<file path="src/rtl/inst_fetch.sv">
// rtl/inst_fetch.sv - instruction fetch stage with decode slot, skid entry and redirect handling
module inst_fetch (
  input  logic        clk,
  input  logic        reset,
  input  logic [31:0] PC,
  input  logic        flush,
  output logic        pc_stall,
  output logic        imem_req,
  output logic [31:0] imem_addr,
  input  logic        imem_ack,
  input  logic [31:0] imem_rdata,
  output logic        id_valid,
  input  logic        id_ready,
  output logic [31:0] id_inst,
  output logic [31:0] id_pc,
  output logic [31:0] id_plus4,
  output logic        id_fault
);

  typedef enum logic [2:0] {
    S_ADDR,
    S_WAIT,
    S_FULL,
    S_DROP,
    S_FAULT
  } state_t;

  state_t      state_q;
  state_t      state_d;

  logic [31:0] addr_q;

  logic        sk_valid;
  logic [31:0] sk_inst;
  logic [31:0] sk_pc;
  logic [31:0] sk_plus4;
  logic        sk_fault;

  logic        slot_free;
  logic        misaligned;
  logic        latch_addr;
  logic        ld_mem;
  logic        ld_skid;
  logic        ld_fault;
  logic        mv_skid;

  // Sequential address: bit 31 is the supervisor bit and never takes a carry.
  function automatic logic [31:0] plus4(input logic [31:0] a);
    plus4 = {a[31], a[30:0] + 31'd4};
  endfunction

  assign slot_free  = !id_valid || id_ready;
  assign misaligned = (PC[1:0] != 2'b00);
  assign imem_addr  = {1'b0, addr_q[30:0]};

  // State register; reset parks in ADDR so the request drops immediately.
  always_ff @(posedge clk or negedge reset) begin
    if (!reset) begin
      state_q <= S_ADDR;
    end else begin
      state_q <= state_d;
    end
  end

  // Next state, memory request, PC stall and datapath load strobes.
  always_comb begin
    state_d    = state_q;
    imem_req   = 1'b0;
    pc_stall   = 1'b1;
    latch_addr = 1'b0;
    ld_mem     = 1'b0;
    ld_skid    = 1'b0;
    ld_fault   = 1'b0;
    mv_skid    = 1'b0;

    case (state_q)
      S_ADDR: begin
        latch_addr = 1'b1;
        if (misaligned && slot_free) begin
          ld_fault = 1'b1;
          state_d  = S_FAULT;
        end else begin
          state_d = S_WAIT;
        end
      end
      S_WAIT: begin
        imem_req = 1'b1;
        if (imem_ack) begin
          if (slot_free) begin
            ld_mem   = 1'b1;
            pc_stall = 1'b0;
            state_d  = S_ADDR;
          end else begin
            ld_skid = 1'b1;
            state_d = S_FULL;
          end
        end
      end
      S_FULL: begin
        if (id_ready) begin
          mv_skid  = 1'b1;
          pc_stall = 1'b0;
          state_d  = S_ADDR;
        end
      end
      S_DROP: begin
        imem_req = 1'b1;
        if (imem_ack) begin
          state_d = S_ADDR;
        end
      end
      S_FAULT: begin
        state_d = S_FAULT;
      end
      default: begin
        state_d = S_ADDR;
      end
    endcase

    // A redirect discards everything in flight, but an outstanding memory
    // request must still be allowed to complete before a new one is issued.
    if (flush) begin
      ld_mem   = 1'b0;
      ld_skid  = 1'b0;
      ld_fault = 1'b0;
      mv_skid  = 1'b0;
      if ((state_q == S_WAIT || state_q == S_DROP) && !imem_ack) begin
        state_d = S_DROP;
      end else begin
        state_d = S_ADDR;
      end
    end

    if (!reset) begin
      pc_stall = 1'b1;
    end
  end

  // Fetch address latch, decode slot and skid entry.
  always_ff @(posedge clk or negedge reset) begin
    if (!reset) begin
      addr_q   <= 32'h0;
      id_valid <= 1'b0;
      id_inst  <= 32'h0;
      id_pc    <= 32'h0;
      id_plus4 <= 32'h0;
      id_fault <= 1'b0;
      sk_valid <= 1'b0;
      sk_inst  <= 32'h0;
      sk_pc    <= 32'h0;
      sk_plus4 <= 32'h0;
      sk_fault <= 1'b0;
    end else begin
      if (latch_addr) begin
        addr_q <= PC;
      end

      if (flush) begin
        id_valid <= 1'b0;
      end else if (ld_mem || ld_fault || mv_skid) begin
        id_valid <= 1'b1;
      end else if (id_ready) begin
        id_valid <= 1'b0;
      end

      if (ld_mem) begin
        id_inst  <= imem_rdata;
        id_pc    <= addr_q;
        id_plus4 <= plus4(addr_q);
        id_fault <= 1'b0;
      end else if (ld_fault) begin
        id_inst  <= 32'h0;
        id_pc    <= PC;
        id_plus4 <= plus4(PC);
        id_fault <= 1'b1;
      end else if (mv_skid) begin
        id_inst  <= sk_inst;
        id_pc    <= sk_pc;
        id_plus4 <= sk_plus4;
        id_fault <= sk_fault;
      end

      if (flush) begin
        sk_valid <= 1'b0;
      end else if (ld_skid) begin
        sk_valid <= 1'b1;
      end else if (mv_skid) begin
        sk_valid <= 1'b0;
      end

      if (ld_skid) begin
        sk_inst  <= imem_rdata;
        sk_pc    <= addr_q;
        sk_plus4 <= plus4(addr_q);
        sk_fault <= 1'b0;
      end
    end
  end

endmodule

</file>
<file path="config.mk">
export PLATFORM = sky130hd
export DESIGN_NAME = inst_fetch
export DESIGN_NICKNAME = d
export VERILOG_FILES = /design/src/rtl/inst_fetch.sv
export SDC_FILE = /design/constraint.sdc
export NUM_CORES = 1
export LEC_CHECK = 0
export BUFFER_PORTS_ARGS = -buffer_cell sky130_fd_sc_hd__buf_2
export CAP_MARGIN = 10
export CORE_ASPECT_RATIO = 0.5
export CORE_MARGIN = 1.5
export CORE_UTILIZATION = 35
export CTS_CLUSTER_SIZE = 30
export DETAILED_ROUTE_END_ITERATION = 6
export GPL_TIMING_DRIVEN = 1
export HOLD_SLACK_MARGIN = 0.05
export PLACE_DENSITY = 0.64
export SETUP_SLACK_MARGIN = 0.15
export SYNTH_ARGS = -nofsm -noshare
export SYNTH_HDL_FRONTEND = slang
export SYNTH_SLANG_ARGS = --single-unit
</file>
<file path="constraint.sdc">
create_clock -name clk -period 5.2 [get_ports clk]
set_input_delay 0.78 -clock clk [delete_from_list [all_inputs] [get_ports clk]]
set_output_delay 0.78 -clock clk [all_outputs]
set_load 0.005 [all_outputs]
</file>
=== After elaboration in Yosys (flattened, before gate mapping) ===
Cells that the tools add are included.

* Register bits after elaboration: 229
* Output and inout bits: 132

* Add/subtract/negate cells: 2
* Equal/unequal tests: 7
* Mux-type cells: 43
* Reduce and logical (&&, ||, !) cells: 14

{| class="wikitable"
|+ Operators by type and width
! kind !! count
|-
| 32-bit two-way mux || 9
|-
| 31-bit by 3-bit adder with 31-bit output, second input constant || 2
|-
| 1-bit two-way mux || 25
|-
| 3-bit two-way mux || 5
|-
| 3-bit case mux with 5 select lines || 1
|-
| 3-bit != test, second input constant || 3
|-
| 3-bit by 2-bit equality test with 1-bit output, second input constant || 2
|-
| 3-bit nonzero test || 2
|-
| 1-bit logical OR || 4
|-
| 2-bit two-way mux || 2
|-
| 3-bit by 1-bit equality test with 1-bit output, second input constant || 1
|-
| 3-bit equality test, second input constant || 1
|-
| 3-bit zero test || 1
|-
| 3-bit AND reduction || 1
|-
| 1-bit logical AND || 2
|-
| 1-bit zero test || 2
|-
| 1-bit case mux with 2 select lines || 1
|-
| 2-bit nonzero test || 1
|-
| 2-bit OR reduction || 1
|}

=== Depth between registers and ports, before layout ===
Gate-level depths: netlist of run 1.

* Depth in word-level cells: 10
* Depth in mapped cells: 9

=== Worst setup path before layout of run 1 ===
No wires, ideal clock.

* Path type: input port to flip-flop
* Start: input port PC[2]
* End: register id_plus4[18]
* Library setup time: 126 ps
* Data arrival time: 2,415 ps
* Setup slack: 2,659 ps
* Stages: 8
* Cell sequence: ha_1 > inv_1 > or4_1 > clkbuf_2 > buf_6 > o211ai_1 > o21ai_0 > o32a_1

* Longest elaborated chain between the ends: 3

{| class="wikitable"
|+ Ends and longest elaborated chain
! what !! line !! RTL
|-
| from (decl) || 5 || <nowiki>input logic [31:0] PC,</nowiki>
|-
| 31-bit by 3-bit adder with 31-bit output || 49 || <nowiki>plus4 = {a[31], a[30:0] + 31'd4};</nowiki>
|-
| 32-bit two-way mux || 171 || <nowiki>end else if (ld_fault) begin</nowiki>
|-
| 32-bit two-way mux || 166 || <nowiki>if (ld_mem) begin</nowiki>
|-
| to (signal assigned) || 169 || <nowiki>id_plus4 <= plus4(addr_q);</nowiki>
|-
| to (signal assigned) || 174 || <nowiki>id_plus4 <= plus4(PC);</nowiki>
|-
| to (signal assigned) || 179 || <nowiki>id_plus4 <= sk_plus4;</nowiki>
|-
| to (decl) || 16 || <nowiki>output logic [31:0] id_plus4,</nowiki>
|}

No other way between the ends.
A chain may end at the register's enable or synchronous reset.

=== Final worst setup path of run 1 ===
* Start: register state_q[2]
* End: register id_inst[1]

* Longest elaborated chain between the ends: 5
* Elaborated cells on any way between the ends: 12
* Those cells by class: 2 x eq/ne; 8 x mux; 2 x reduce/logical

{| class="wikitable"
|+ Ends and longest elaborated chain
! what !! line !! RTL
|-
| from (decl) || 28 || <nowiki>state_t state_q;</nowiki>
|-
| from (signal assigned) || 61 || <nowiki>state_q <= state_d;</nowiki>
|-
| 3-bit zero test || 76 || <nowiki>case (state_q)</nowiki>
|-
| 1-bit two-way mux || 76 ||
|-
| 1-bit two-way mux || 122 || <nowiki>if (flush) begin</nowiki>
|-
| 32-bit two-way mux || 171 ||
|-
| 32-bit two-way mux || 166 ||
|-
| to (signal assigned) || 167 || <nowiki>id_inst <= imem_rdata;</nowiki>
|-
| to (signal assigned) || 177 || <nowiki>id_inst <= sk_inst;</nowiki>
|-
| to (decl) || 14 || <nowiki>output logic [31:0] id_inst,</nowiki>
|}

Several ways; a longest one is shown, not always the timed one.

==> results of run 1 <==
==> cells in the mapped netlist (6+ instances only) <==
library cell | n | area share
nand3_1 | 19 | 0.0087
o21ai_0 | 40 | 0.018
nand4_1 | 21 | 0.012
xor2_1 | 12 | 0.0096
xnor2_1 | 14 | 0.011
or4_1 | 10 | 0.0068
nand2_1 | 36 | 0.012
buf_4 | 35 | 0.024
and4_1 | 8 | 0.0064
clkbuf_1 | 64 | 0.022
buf_2 | 19 | 0.0087
a22o_1 | 32 | 0.025
a221oi_1 | 65 | 0.052
o32a_1 | 6 | 0.0055
nor3_1 | 15 | 0.0068
a31oi_1 | 19 | 0.011
o31a_1 | 8 | 0.0064
a21oi_1 | 31 | 0.014
and3_1 | 8 | 0.0046
mux2_2 | 100 | 0.10
dfrtp_1 | 223 | 0.51
inv_1 | 12 | 0.0041
nor2_1 | 190 | 0.065
nor4_1 | 13 | 0.0074
==> final cells by class <==
type                    instances  share of cell area
clock buffers                  28             0.04963
clock inverters                16             0.01952
inverters                      12            0.003463
multi-input cells             710              0.3667
flip-flops and latches        223              0.4290
well taps                     423             0.04068
repair buffers                216             0.09099
==> where the power goes <==
group	total (mW)	leakage (nW)	switching [mW]	internal (mW)
Clock	1.94	0.444	0.747	1.20
Combinational	1.51	2.65	0.802	0.711
Sequential	2.59	2.80	0.408	2.18
==> layer usage <==
layer | wire [um] | vias to the layer above | GRT usage
met5 | 0 | - | 0
met4 | 1139 | 0 | 0.07563
met3 | 1982 | 74 | 0.03695
met2 | 15520 | 320 | 0.3246
met1 | 13280 | 4588 | 0.2510
li1 | - | 4117 | -
==> worst register-to-register path: cells and delay by family, from the launching register on <==
family	cells	cell delay [ps]
simple gates	4	1900
flops	1	450
buf+inv	1	410
compound gates	1	340
==> cells in the final DEF (no fill, tap or decap), types with 19 or more instances in the layout <==
cell / count
buf_2: 198
clkbuf_16: 24
nand2_1: 36
a221oi_1: 65
o21ai_0: 40
a21oi_1: 31
nand4_1: 21
a22o_1: 32
a31oi_1: 19
dfrtp_1: 223
nor2_1: 187
mux2_2: 100
==> final timing paths <==
| path | from | endpoint | slack, ps | cells past startpoint |
|---|---|---|---|---|
| max in group asynchronous | reset | sk_inst[2] | 3720 | 2 |
| worst min-delay path | reset | id_valid | 270 | 1 |
| worst max register to register | state_q[2] | id_inst[1] | 1980 | 6 |
| min in group clk | flush | id_valid | 460 | 2 |
| worst min register to register | id_fault | id_fault | 480 | 2 |
| worst max-delay path | state_q[2] | id_inst[1] | 1980 | 6 |
==> logic make-up (layout without fill, tap and decap cells) <==
logic type | after synthesis | in the layout
compound gates | 238 | 238
xor+xnor | 26 | 26
fa+ha+maj | 2 | 2
buf+inv | 138 | 272
flops | 223 | 223
mux | 103 | 103
other cells | 1 | 1
simple gates | 340 | 340
==> sequential cells by signal (all words and copies together), names as in the netlist <==
signal,count
id_pc,31
sk_pc,32
id_plus4,30
id_fault,1
addr_q,32
sk_plus4,29
state_q,3
id_valid,1
id_inst,32
sk_inst,32
==> through the flow <==
stage                     hold slack (ps)  area [um2]  total power, mW
after floorplan                     471.1       10990            3.428
after global placement              465.3       12090            4.078
after detailed placement            466.6       12090            4.132
after CTS                           285.2       12990            6.086
after global routing                324.2       13010            6.377
final                               273.4       13010            6.041
==> load_flow_metrics.sql, run 1 <==
INSERT INTO impl_metrics (metric_group, metric, value, unit) VALUES
('status', 'status', 'finished clean', ''),
('min_path', 'worst_hold_path_type', 'input port to asynchronous set/reset pin', ''),
('cts', 'clockBufferDepth', '3', ''),
('place', 'place_hpwl', '21.44', 'mm'),
('place', 'place_worst_setup_slack', '1511', 'ps'),
('setup_path', 'crit_family', 'simple AND/OR/NAND/NOR gates', ''),
('logic_synthesis', 'synth_top_family_by_area', 'compound AO/OA/AOI/OAI gates', ''),
('global_routing', 'grt_max_degree', '133', ''),
('timing', 'finalClockSkew', '17.55', 'ps'),
('logic_synthesis', 'synth-edff-count', '0', ''),
('timing', 'summed_negative_setup_slack_over_all_endpoints', '0', 'ps'),
('timing', 'layout_worst_path_cycle_share', '0.6191', ''),
('pwr', 'vdd_drop_max', '0.2086', 'mV'),
('floorplanning', 'core.rowCount', '45', ''),
('timing', 'unrepaired_setup_endpoints_after_global_routing', 'no', ''),
('timing', 'finalMaxSlewViolations', '0', ''),
('final_layout', 'final.fill_count', '2983', ''),
('timing', 'final_worst_path_period_need', '3220', 'ps'),
('logic_synthesis', 'synth_async_sr_flop_share', '1.000', ''),
('setup_path', 'worstSetupEndpointType', 'register', ''),
('route', 'drt_pre_antenna_iters', '5', ''),
('logic_synthesis', 'synth.yosys.seq_area_share', '0.5076', ''),
('timing', 'final.setup.worst_slack', '1980', 'ps'),
('cts', 'cts_sinks', '223', ''),
('setup_path', 'setup.worst_path.start_class', 'register', ''),
('final_layout', 'synthToLayoutAreaGrowth', '18.34', '%'),
('logic_synthesis', 'yosys.area_share.adder', '0.002276', ''),
('pwr', 'power_density', '464.4', 'nW/um2'),
('floorplanning', 'die_height', '128.3', 'um'),
('floorplanning', 'i_o_pin_cnt', '201', ''),
('route', 'ant_nets', '0', ''),
('logic_synthesis', 'synth_compound_gate_area_share', '0.1598', ''),
('logic_synthesis', 'synthesis.area_per_instance', '10.26', 'um2'),
('final_layout', 'diodes_inserted', '0', ''),
('place', 'gp_congestion', '0.8588', ''),
('floorplanning', 'effective_utilization_at_floorplan', '0.3589', ''),
('logic_synthesis', 'distinct_cells_synth', '54', ''),
('setup_path', 'criticalPathCategory', 'register to register', ''),
('global_routing', 'grt_util_all_layers', '0.1942', ''),
('timing', 'max_clock_freq', '310.6', 'MHz'),
('logic_synthesis', 'ys_warn_count', '0', ''),
('final_layout', 'nets_finish', '1258', ''),
('logic_synthesis', 'number_of_cells_produced_by_synthesis', '1071', ''),
('final_layout', 'layout-drive-gt1-share', '0.3079', ''),
('logic_synthesis', 'mappedNetlistNets', '1142', ''),
('place', 'placed_cells', '1583', ''),
('logic_synthesis', 'ys_ff_latch', '223', ''),
('cts', 'tritoncts', 'done', ''),
('setup_path', 'timing.critical_path.fanout_max', '45', ''),
('logic_synthesis', 'synth.cell_area', '10990', 'um2'),
('global_routing', 'grt_first_pass_wirelength', '50.00', 'mm'),
('final_layout', 'utilization', '0.4247', ''),
('cts', 'cts.htree.levels', '1', ''),
('flow_run', 'drv.max_cap_violation_count', '0', ''),
('logic_synthesis', 'yosys.area_share.xor_xnor', '0.02071', ''),
('floorplanning', 'fp.dieArea', '32550', 'um2'),
('setup_path', 'crit_chain', 'nor2_2 > nand4_1 > and3_2 > buf_4 > a221oi_1 > nor2_1', ''),
('setup_path', 'critical-path-slowest-cell', 'nor2_2', ''),
('floorplanning', 'placeableCoreArea', '30630', 'um2'),
('route', 'wl_per_cell', '19.61', 'um'),
('timing', 'finalHoldViolations', '0', ''),
('route', 'totalWireLength', '31.92', 'mm'),
('setup_path', 'cp.required', '5610', 'ps'),
('route', 'vias_per_cell', '5.589', ''),
('logic_synthesis', 'main_synth_ff_type', 'dfrtp_1', ''),
('pwr', 'total_leakage_power', '5.885', 'nW'),
('cts', 'post_cts_sizing', '0', ''),
('final_layout', 'multi_input_comb_area', '4771', 'um2'),
('cts', 'root_buffer', 'clkbuf_16', ''),
('logic_synthesis', 'yosys.area_share.simple', '0.1419', ''),
('route', 'via_count', '9099', '');
No activity file was read; power rests on OpenSTA's default activity.
==> run 2, diff against run 1 <==
--- a/config.mk
+++ b/config.mk
@@ -14,7 +14,7 @@
 export DETAILED_ROUTE_END_ITERATION = 6
 export GPL_TIMING_DRIVEN = 1
 export HOLD_SLACK_MARGIN = 0.05
-export PLACE_DENSITY = 0.64
+export PLACE_DENSITY = 0.66
 export SETUP_SLACK_MARGIN = 0.15
 export SYNTH_ARGS = -nofsm -noshare
 export SYNTH_HDL_FRONTEND = slang
==> constraint.sdc (replaced) <==
create_clock -name clk -period 2.88 [get_ports clk]
set_input_delay 0.432 -clock clk [delete_from_list [all_inputs] [get_ports clk]]
set_output_delay 0.432 -clock clk [all_outputs]
set_load 0.005 [all_outputs]
==> run 2 against run 1 <==
Against the previous run: routed wire length hardly changed; power is 75% higher; worst hold slack worse by 150 ps; cell count is 0.86% higher; sequential share of layout area is 0.14 points lower; worst setup slack worse by 1700 ps; first-iteration DRC count is 12% higher; register-to-register slack worse by 1700 ps; clock power is 60% higher; non-clock buffer count is 15 higher; count of clock-buffer cells in the layout is 7 higher.
==> load_flow_metrics.sql, run 2 (same netlist as run 1, synthesis figures left out) <==
INSERT INTO impl_metrics (metric_group, metric, value, unit) VALUES
('status', 'status', 'finished clean', ''),
('route', 'totalWireLength', '31.95', 'mm'),
('setup_path', 'setup.worst_path.start_class', 'register', ''),
('timing', 'finalHoldViolations', '0', ''),
('global_routing', 'globalRouteOverflowTotal', '0', ''),
('floorplanning', 'core.rowCount', '45', ''),
('route', 'drt_drc_violations_left', '0', ''),
('place', 'port_buffers', '199', ''),
('route', 'via_count', '9182', ''),
('pwr', 'total_leakage_power', '5.914', 'nW'),
('setup_path', 'worst-r2r-setup-slack', '320', 'ps'),
('flow_run', 'drv.max_cap_violation_count', '0', ''),
('setup_path', 'path_buf_inv', '0', ''),
('place', 'place_hpwl', '21.72', 'mm'),
('cts', 'cts.htree.levels', '1', ''),
('timing', 'finalClockSkew', '22.89', 'ps'),
('final_layout', 'layout_commonest_cell', 'dfrtp_1', ''),
('setup_path', 'r2r_cells', '6', ''),
('timing', 'max_clock_freq', '391.2', 'MHz'),
('pwr', 'power_density', '810.2', 'nW/um2'),
('final_layout', 'layout-drive-gt1-share', '0.3114', ''),
('setup_path', 'crit_family', 'simple AND/OR/NAND/NOR gates', ''),
('timing', 'hold-worst-slack', '125.4', 'ps'),
('setup_path', 'criticalPathCategory', 'register to register', ''),
('route', 'drt_iter0_markers', '711', ''),
('place', 'gp_congestion', '0.8532', ''),
('route', 'ant_nets', '0', ''),
('cts', 'cts.reportedPaths.clkPinSlew', '60', 'ps'),
('global_routing', 'grt_max_degree', '102', ''),
('timing', 'worst_slew_margin_rel', '0.5017', ''),
('final_layout', 'nets_finish', '1272', ''),
('timing', 'worstMarginPinSlew', '747.5', 'ps'),
('route', 'vias_per_cell', '5.592', ''),
('setup_path', 'timing.critical_path.fanout_max', '9', ''),
('route', 'wl_per_cell', '19.46', 'um'),
('final_layout', 'final.fill_count', '2944', ''),
('setup_path', 'crit_chain', 'ha_1 > nand3_1 > or4_1 > o41a_1 > o21ai_0 > a31oi_1', ''),
('cts', 'tritoncts', 'done', ''),
('floorplanning', 'die_height', '128.3', 'um'),
('floorplanning', 'effective_utilization_at_floorplan', '0.3589', ''),
('cts', 'cts_inserted_buffers', '23', ''),
('setup_path', 'critical_path.reg2reg.endpoint', 'id_plus4[30]', ''),
('min_path', 'worstHoldStart', 'flush', ''),
('setup_path', 'crit_arrival', '2950', 'ps'),
('timing', 'layout_worst_path_cycle_share', '0.8876', ''),
('cts', 'root_buffer', 'clkbuf_16', ''),
('global_routing', 'grt_first_pass_wirelength', '49.20', 'mm'),
('setup_path', 'timing.rr.start', 'addr_q[2]', ''),
('floorplanning', 'i_o_pin_cnt', '201', ''),
('cts', 'clockBufferDepth', '3', ''),
('cts', 'cts_sinks', '223', ''),
('pwr', 'vdd_drop_max', '0.3325', 'mV'),
('floorplanning', 'placeableCoreArea', '30630', 'um2'),
('timing', 'final_worst_path_period_need', '2556', 'ps'),
('timing', 'summed_negative_setup_slack_over_all_endpoints', '0', 'ps'),
('setup_path', 'cpPeakStageDelay', '690', 'ps'),
('final_layout', 'synthToLayoutAreaGrowth', '18.72', '%'),
('floorplanning', 'chip_width', '253.6', 'um'),
('global_routing', 'number_of_antenna_violations_at_the_first_check_in_global_routing', '2', ''),
('cts', 'insertion_delay', '530', 'ps'),
('timing', 'finalSetupViolCount', '0', ''),
('global_routing', 'grt_pass1_vias', '8886', ''),
('setup_path', 'cp.required', '3270', 'ps'),
('min_path', 'timing.hold.worst_path_depth', '2', ''),
('min_path', 'worst_hold_path_type', 'input port to register', ''),
('cts', 'post_cts_sizing', '0', ''),
('timing', 'unrepaired_setup_endpoints_after_global_routing', 'no', ''),
('setup_path', 'critical-path-slowest-cell', 'or4_1', ''),
('floorplanning', 'fp.dieArea', '32550', 'um2'),
('setup_path', 'worstSetupEndpointType', 'register', ''),
('final_layout', 'commonest_non_fill_non_tap_cells_in_the_layout', '223 x dfrtp_1, 198 x buf_2, 187 x nor2_1, 100 x mux2_2, 65 x a221oi_1', ''),
('route', 'drt_pre_antenna_iters', '5', ''),
('timing', 'finalMaxSlewViolations', '0', ''),
('min_path', 'hold-path-endpoint', 'id_valid', ''),
('global_routing', 'grt_util_all_layers', '0.1912', '');
run 2: changes by cell type in the layout (fill, tap and decap cells not counted), sizes merged:
cell / previous run / this run
buf: 216 / 230
clkbuf: 28 / 35
bufinv: 6 / 2
clkinv: 7 / 3
diode: 0 / 2
clkinvlp: 1 / 0
dlygate4sd3: 0 / 1
inv: 14 / 13
run 2: layout make-up:
cell class	instances	area, um2	share of cell area
multi-input cells	710	4771	0.3655
repair buffers	231	1336	0.1024
inverters	12	45.04	0.003451
flip-flops and latches	223	5580	0.4276
well taps	423	529.3	0.04055
clock inverters	6	83.83	0.006423
diodes	2	5.005	0.0003835
clock buffers	35	700.7	0.05369
run 2: how the worst max path moves through the flow:
| stage | start | end | slack, ps | cells after the start |
|---|---|---|---|---|
| 3_3_place_gp | PC[2] | id_plus4[24] | 410 | 8 |
| 5_1_grt | addr_q[8] | id_plus4[25] | 230 | 5 |
| 6_report | addr_q[2] | id_plus4[30] | 320 | 6 |
| 4_1_cts | addr_q[2] | id_plus4[30] | 340 | 6 |
| 2_1_floorplan | PC[2] | id_plus4[18] | 690 | 8 |
| 3_5_place_dp | addr_q[2] | id_plus4[30] | 360 | 6 |
run 2: routing by layer:
metal | wire (um) | global-route usage | vias up
li1 | - | - | 4154
met1 | 13510 | 0.2505 | 4671
met2 | 15460 | 0.3149 | 278
met3 | 1714 | 0.03411 | 79
met4 | 1268 | 0.07948 | 0
met5 | 0 | 0 | -
run 2: timing repair:
item	CTS	global route
endpoints found under the hold margin	61	0
hold buffers	1	0
buffers inserted	0	0
run 2: per-stage QoR:
stage	std cells	utilization	power [mW]	cell area, um2	worst slack, ps
3_5_place_dp	1598	0.4000	7.539	12250	361.5
5_1_grt	1642	0.4261	11.19	13050	225.8
3_3_place_gp	1598	0.4000	7.441	12250	408.7
2_1_floorplan	1071	-	6.189	10990	686.6
6_report	1642	0.4261	10.57	13050	323.7
4_1_cts	1640	0.4259	10.67	13050	340.1
run 2: report_power, final:
part / total, mW / internal (mW) / switching [mW]
clock: 3.11 / 1.85 / 1.26
combinational: 2.84 / 1.33 / 1.51
sequential: 4.62 / 3.93 / 0.689
==> run 3, diff against run 2 <==
--- a/config.mk
+++ b/config.mk
@@ -15,6 +15,7 @@
 export GPL_TIMING_DRIVEN = 1
 export HOLD_SLACK_MARGIN = 0.05
 export PLACE_DENSITY = 0.66
+export RECOVER_POWER = 50
 export SETUP_SLACK_MARGIN = 0.15
 export SYNTH_ARGS = -nofsm -noshare
 export SYNTH_HDL_FRONTEND = slang
==> run 3 against run 2 <==
Against the previous run: first-iteration DRC count down 6.5%; count of clock-buffer cells in the layout did not move; die area is the same.
==> load_flow_metrics.sql, run 3 (same netlist as run 1, synthesis figures left out) <==
INSERT INTO impl_metrics (metric_group, metric, value, unit) VALUES
('setup_path', 'crit_chain', 'ha_1 > nand3_1 > or4_1 > o41a_1 > o21ai_0 > a31oi_1', ''),
('global_routing', 'grt_use_met3', '0.03411', ''),
('global_routing', 'busiest_layer_in_global_routing', 'met2', ''),
('floorplanning', 'effective_utilization_at_floorplan', '0.3589', ''),
('pwr', 'power_density', '809.9', 'nW/um2'),
('timing', 'max_clock_freq', '391.6', 'MHz'),
('final_layout', 'synthToLayoutAreaGrowth', '18.19', '%'),
('cts', 'cts.reportedPaths.clkPinSlew', '60', 'ps'),
('timing', 'worst_slew_margin_rel', '0.1372', ''),
('timing', 'finalClockSkew', '22.40', 'ps'),
('floorplanning', 'fp.dieArea', '32550', 'um2'),
('pwr', 'switchingPower', '3.453', 'mW'),
('route', 'drt_iter0_markers', '665', ''),
('setup_path', 'worst-r2r-setup-slack', '330', 'ps'),
('min_path', 'hold-path-endpoint', 'id_valid', ''),
('setup_path', 'timing.critical_path.fanout_max', '9', ''),
('setup_path', 'critical-path-slowest-cell', 'or4_1', ''),
('pwr', 'share_clk_of_total_power', '0.295', ''),
('timing', 'finalSetupViolCount', '0', ''),
('global_routing', 'globalRouteMet2Util', '0.3149', ''),
('cts', 'cts_inserted_buffers', '23', ''),
('setup_path', 'cp.required', '3270', 'ps'),
('flow_run', 'drv.max_cap_violation_count', '0', ''),
('final_layout', 'nets_finish', '1272', ''),
('place', 'port_buffers', '199', ''),
('route', 'via_count', '9157', ''),
('final_layout', 'layout_commonest_cell', 'dfrtp_1', ''),
('global_routing', 'grt_first_pass_wirelength', '49.20', 'mm'),
('route', 'wl_per_cell', '19.49', 'um'),
('setup_path', 'timing.rr.start', 'addr_q[2]', ''),
('final_layout', 'final.fill_count', '2956', ''),
('route', 'totalWireLength', '32.00', 'mm'),
('pwr', 'vdd_drop_max', '0.3316', 'mV'),
('route', 'ant_nets', '0', ''),
('timing', 'final_worst_path_period_need', '2553', 'ps'),
('cts', 'cts.htree.levels', '1', ''),
('pwr', 'p_comb_frac', '0.265', ''),
('timing', 'finalMaxSlewViolations', '0', ''),
('route', 'vias_per_cell', '5.577', ''),
('global_routing', 'grt_util_all_layers', '0.1912', ''),
('setup_path', 'criticalPathCategory', 'register to register', ''),
('setup_path', 'setup.worst_path.start_class', 'register', ''),
('final_layout', 'layout-drive-gt1-share', '0.2851', ''),
('place', 'place_hpwl', '21.72', 'mm'),
('timing', 'unrepaired_setup_endpoints_after_global_routing', 'no', ''),
('final_layout', 'final_design_area_no_fill', '12990', 'um2'),
('timing', 'hold-worst-slack', '127.8', 'ps'),
('timing', 'layout_worst_path_cycle_share', '0.8866', ''),
('final_layout', 'utilization', '0.4242', ''),
('pwr', 'power_switching_share', '0.3282', ''),
('setup_path', 'path_buf_inv', '0', ''),
('route', 'drt_pre_antenna_iters', '5', ''),
('min_path', 'worst_hold_path_type', 'input port to register', ''),
('timing', 'final.setup.worst_slack', '326.5', 'ps'),
('place', 'postPlaceCellArea', '12250', 'um2'),
('timing', 'worstMarginPinSlew', '1294', 'ps'),
('min_path', 'worstHoldStart', 'flush', ''),
('global_routing', 'globalRouteOverflowTotal', '0', ''),
('pwr', 'internal_power', '7.070', 'mW'),
('floorplanning', 'core.rowCount', '45', ''),
('global_routing', 'grt_pass1_vias', '8886', ''),
('setup_path', 'critical_path.reg2reg.endpoint', 'id_plus4[30]', ''),
('pwr', 'p_seq_frac', '0.440', ''),
('final_layout', 'commonest_non_fill_non_tap_cells_in_the_layout', '223 x dfrtp_1, 187 x nor2_1, 168 x buf_2, 100 x mux2_2, 65 x a221oi_1', ''),
('status', 'status', 'finished clean', ''),
('cts', 'insertion_delay', '520', 'ps'),
('place', 'placed_cells', '1598', ''),
('pwr', 'fin_total_pwr', '10.52', 'mW'),
('setup_path', 'cpPeakStageDelay', '690', 'ps'),
('setup_path', 'crit_family', 'simple AND/OR/NAND/NOR gates', ''),
('timing', 'finalHoldViolations', '0', ''),
('cts', 'cts_sinks', '223', ''),
('timing', 'summed_negative_setup_slack_over_all_endpoints', '0', 'ps'),
('floorplanning', 'placeableCoreArea', '30630', 'um2'),
('place', 'place_worst_setup_slack', '361.5', 'ps'),
('cts', 'cts.repair_timing.setup_buffer_count', '0', ''),
('floorplanning', 'i_o_pin_cnt', '201', ''),
('global_routing', 'number_of_antenna_violations_at_the_first_check_in_global_routing', '2', ''),
('setup_path', 'r2r_cells', '6', ''),
('cts', 'root_buffer', 'clkbuf_16', ''),
('place', 'gp_congestion', '0.8532', ''),
('cts', 'clockBufferDepth', '3', ''),
('final_layout', 'post_layout_nonfiller_instances', '1642', ''),
('global_routing', 'grt_max_degree', '102', ''),
('pwr', 'total_leakage_power', '5.818', 'nW'),
('min_path', 'timing.hold.worst_path_depth', '2', ''),
('floorplanning', 'chip_width', '253.6', 'um'),
('global_routing', 'grtUsageMet1', '0.2505', ''),
('setup_path', 'worstSetupEndpointType', 'register', ''),
('floorplanning', 'die_height', '128.3', 'um'),
('cts', 'tritoncts', 'done', ''),
('setup_path', 'crit_arrival', '2940', 'ps'),
('route', 'drt_drc_violations_left', '0', '');
run 3: cell count changes in the layout (fill, tap and decap cells not counted), sizes merged:
cell / previous run / this run
clkbuf: 35 / 65
buf: 230 / 200
run 3: timing repair:
item	CTS	global route
hold endpoints to repair	61	0
gates resized for setup	0	0
hold buffers	1	0
run 3: layout make-up:
| class | count | area, um2 | area share |
|---|---|---|---|
| flip-flops and latches | 223 | 5580 | 0.4295 |
| multi-input cells | 710 | 4766 | 0.3668 |
| repair buffers | 231 | 1282 | 0.09871 |
| clock buffers | 35 | 700.7 | 0.05393 |
| well taps | 423 | 529.3 | 0.04074 |
| clock inverters | 6 | 83.83 | 0.006452 |
| inverters | 12 | 45.04 | 0.003467 |
| diodes | 2 | 5.005 | 0.0003852 |
run 3: how the worst max path moves through the flow:
stage                     startpoint           end  slack, ps  cells past startpoint
after floorplan                PC[2]  id_plus4[18]        690                      8
after global placement         PC[2]  id_plus4[24]        410                      8
after detailed placement   addr_q[2]  id_plus4[30]        360                      6
after CTS                  addr_q[2]  id_plus4[30]        340                      6
after global routing       addr_q[8]  id_plus4[25]        230                      5
final                      addr_q[2]  id_plus4[30]        330                      6
run 3: metal layers:
| layer | part of all wire | routed length, um |
|---|---|---|
| met1 | 0.43 | 13640 |
| met2 | 0.48 | 15490 |
| met3 | 0.051 | 1620 |
| met4 | 0.039 | 1241 |
| met5 | 0 | 0 |
run 3: worst register-to-register path: cells and delay by family, from the launching register on:
family / cells / cell delay, ps
adders and majority gates: 1 / 270
DFF: 1 / 490
AOI/OAI and AO/OA: 3 / 800
and+or+nand+nor: 2 / 860
run 3: power groups by stage:
| stage | combinational (mW) | clock [mW] | sequential [mW] |
|---|---|---|---|
| floorplan | 1.71 | 0 | 4.47 |
| global placement | 2.81 | 0 | 4.63 |
| detailed placement | 2.86 | 0 | 4.68 |
| CTS | 2.87 | 3.17 | 4.62 |
| global route | 3.10 | 3.32 | 4.72 |
| finish | 2.79 | 3.10 | 4.63 |
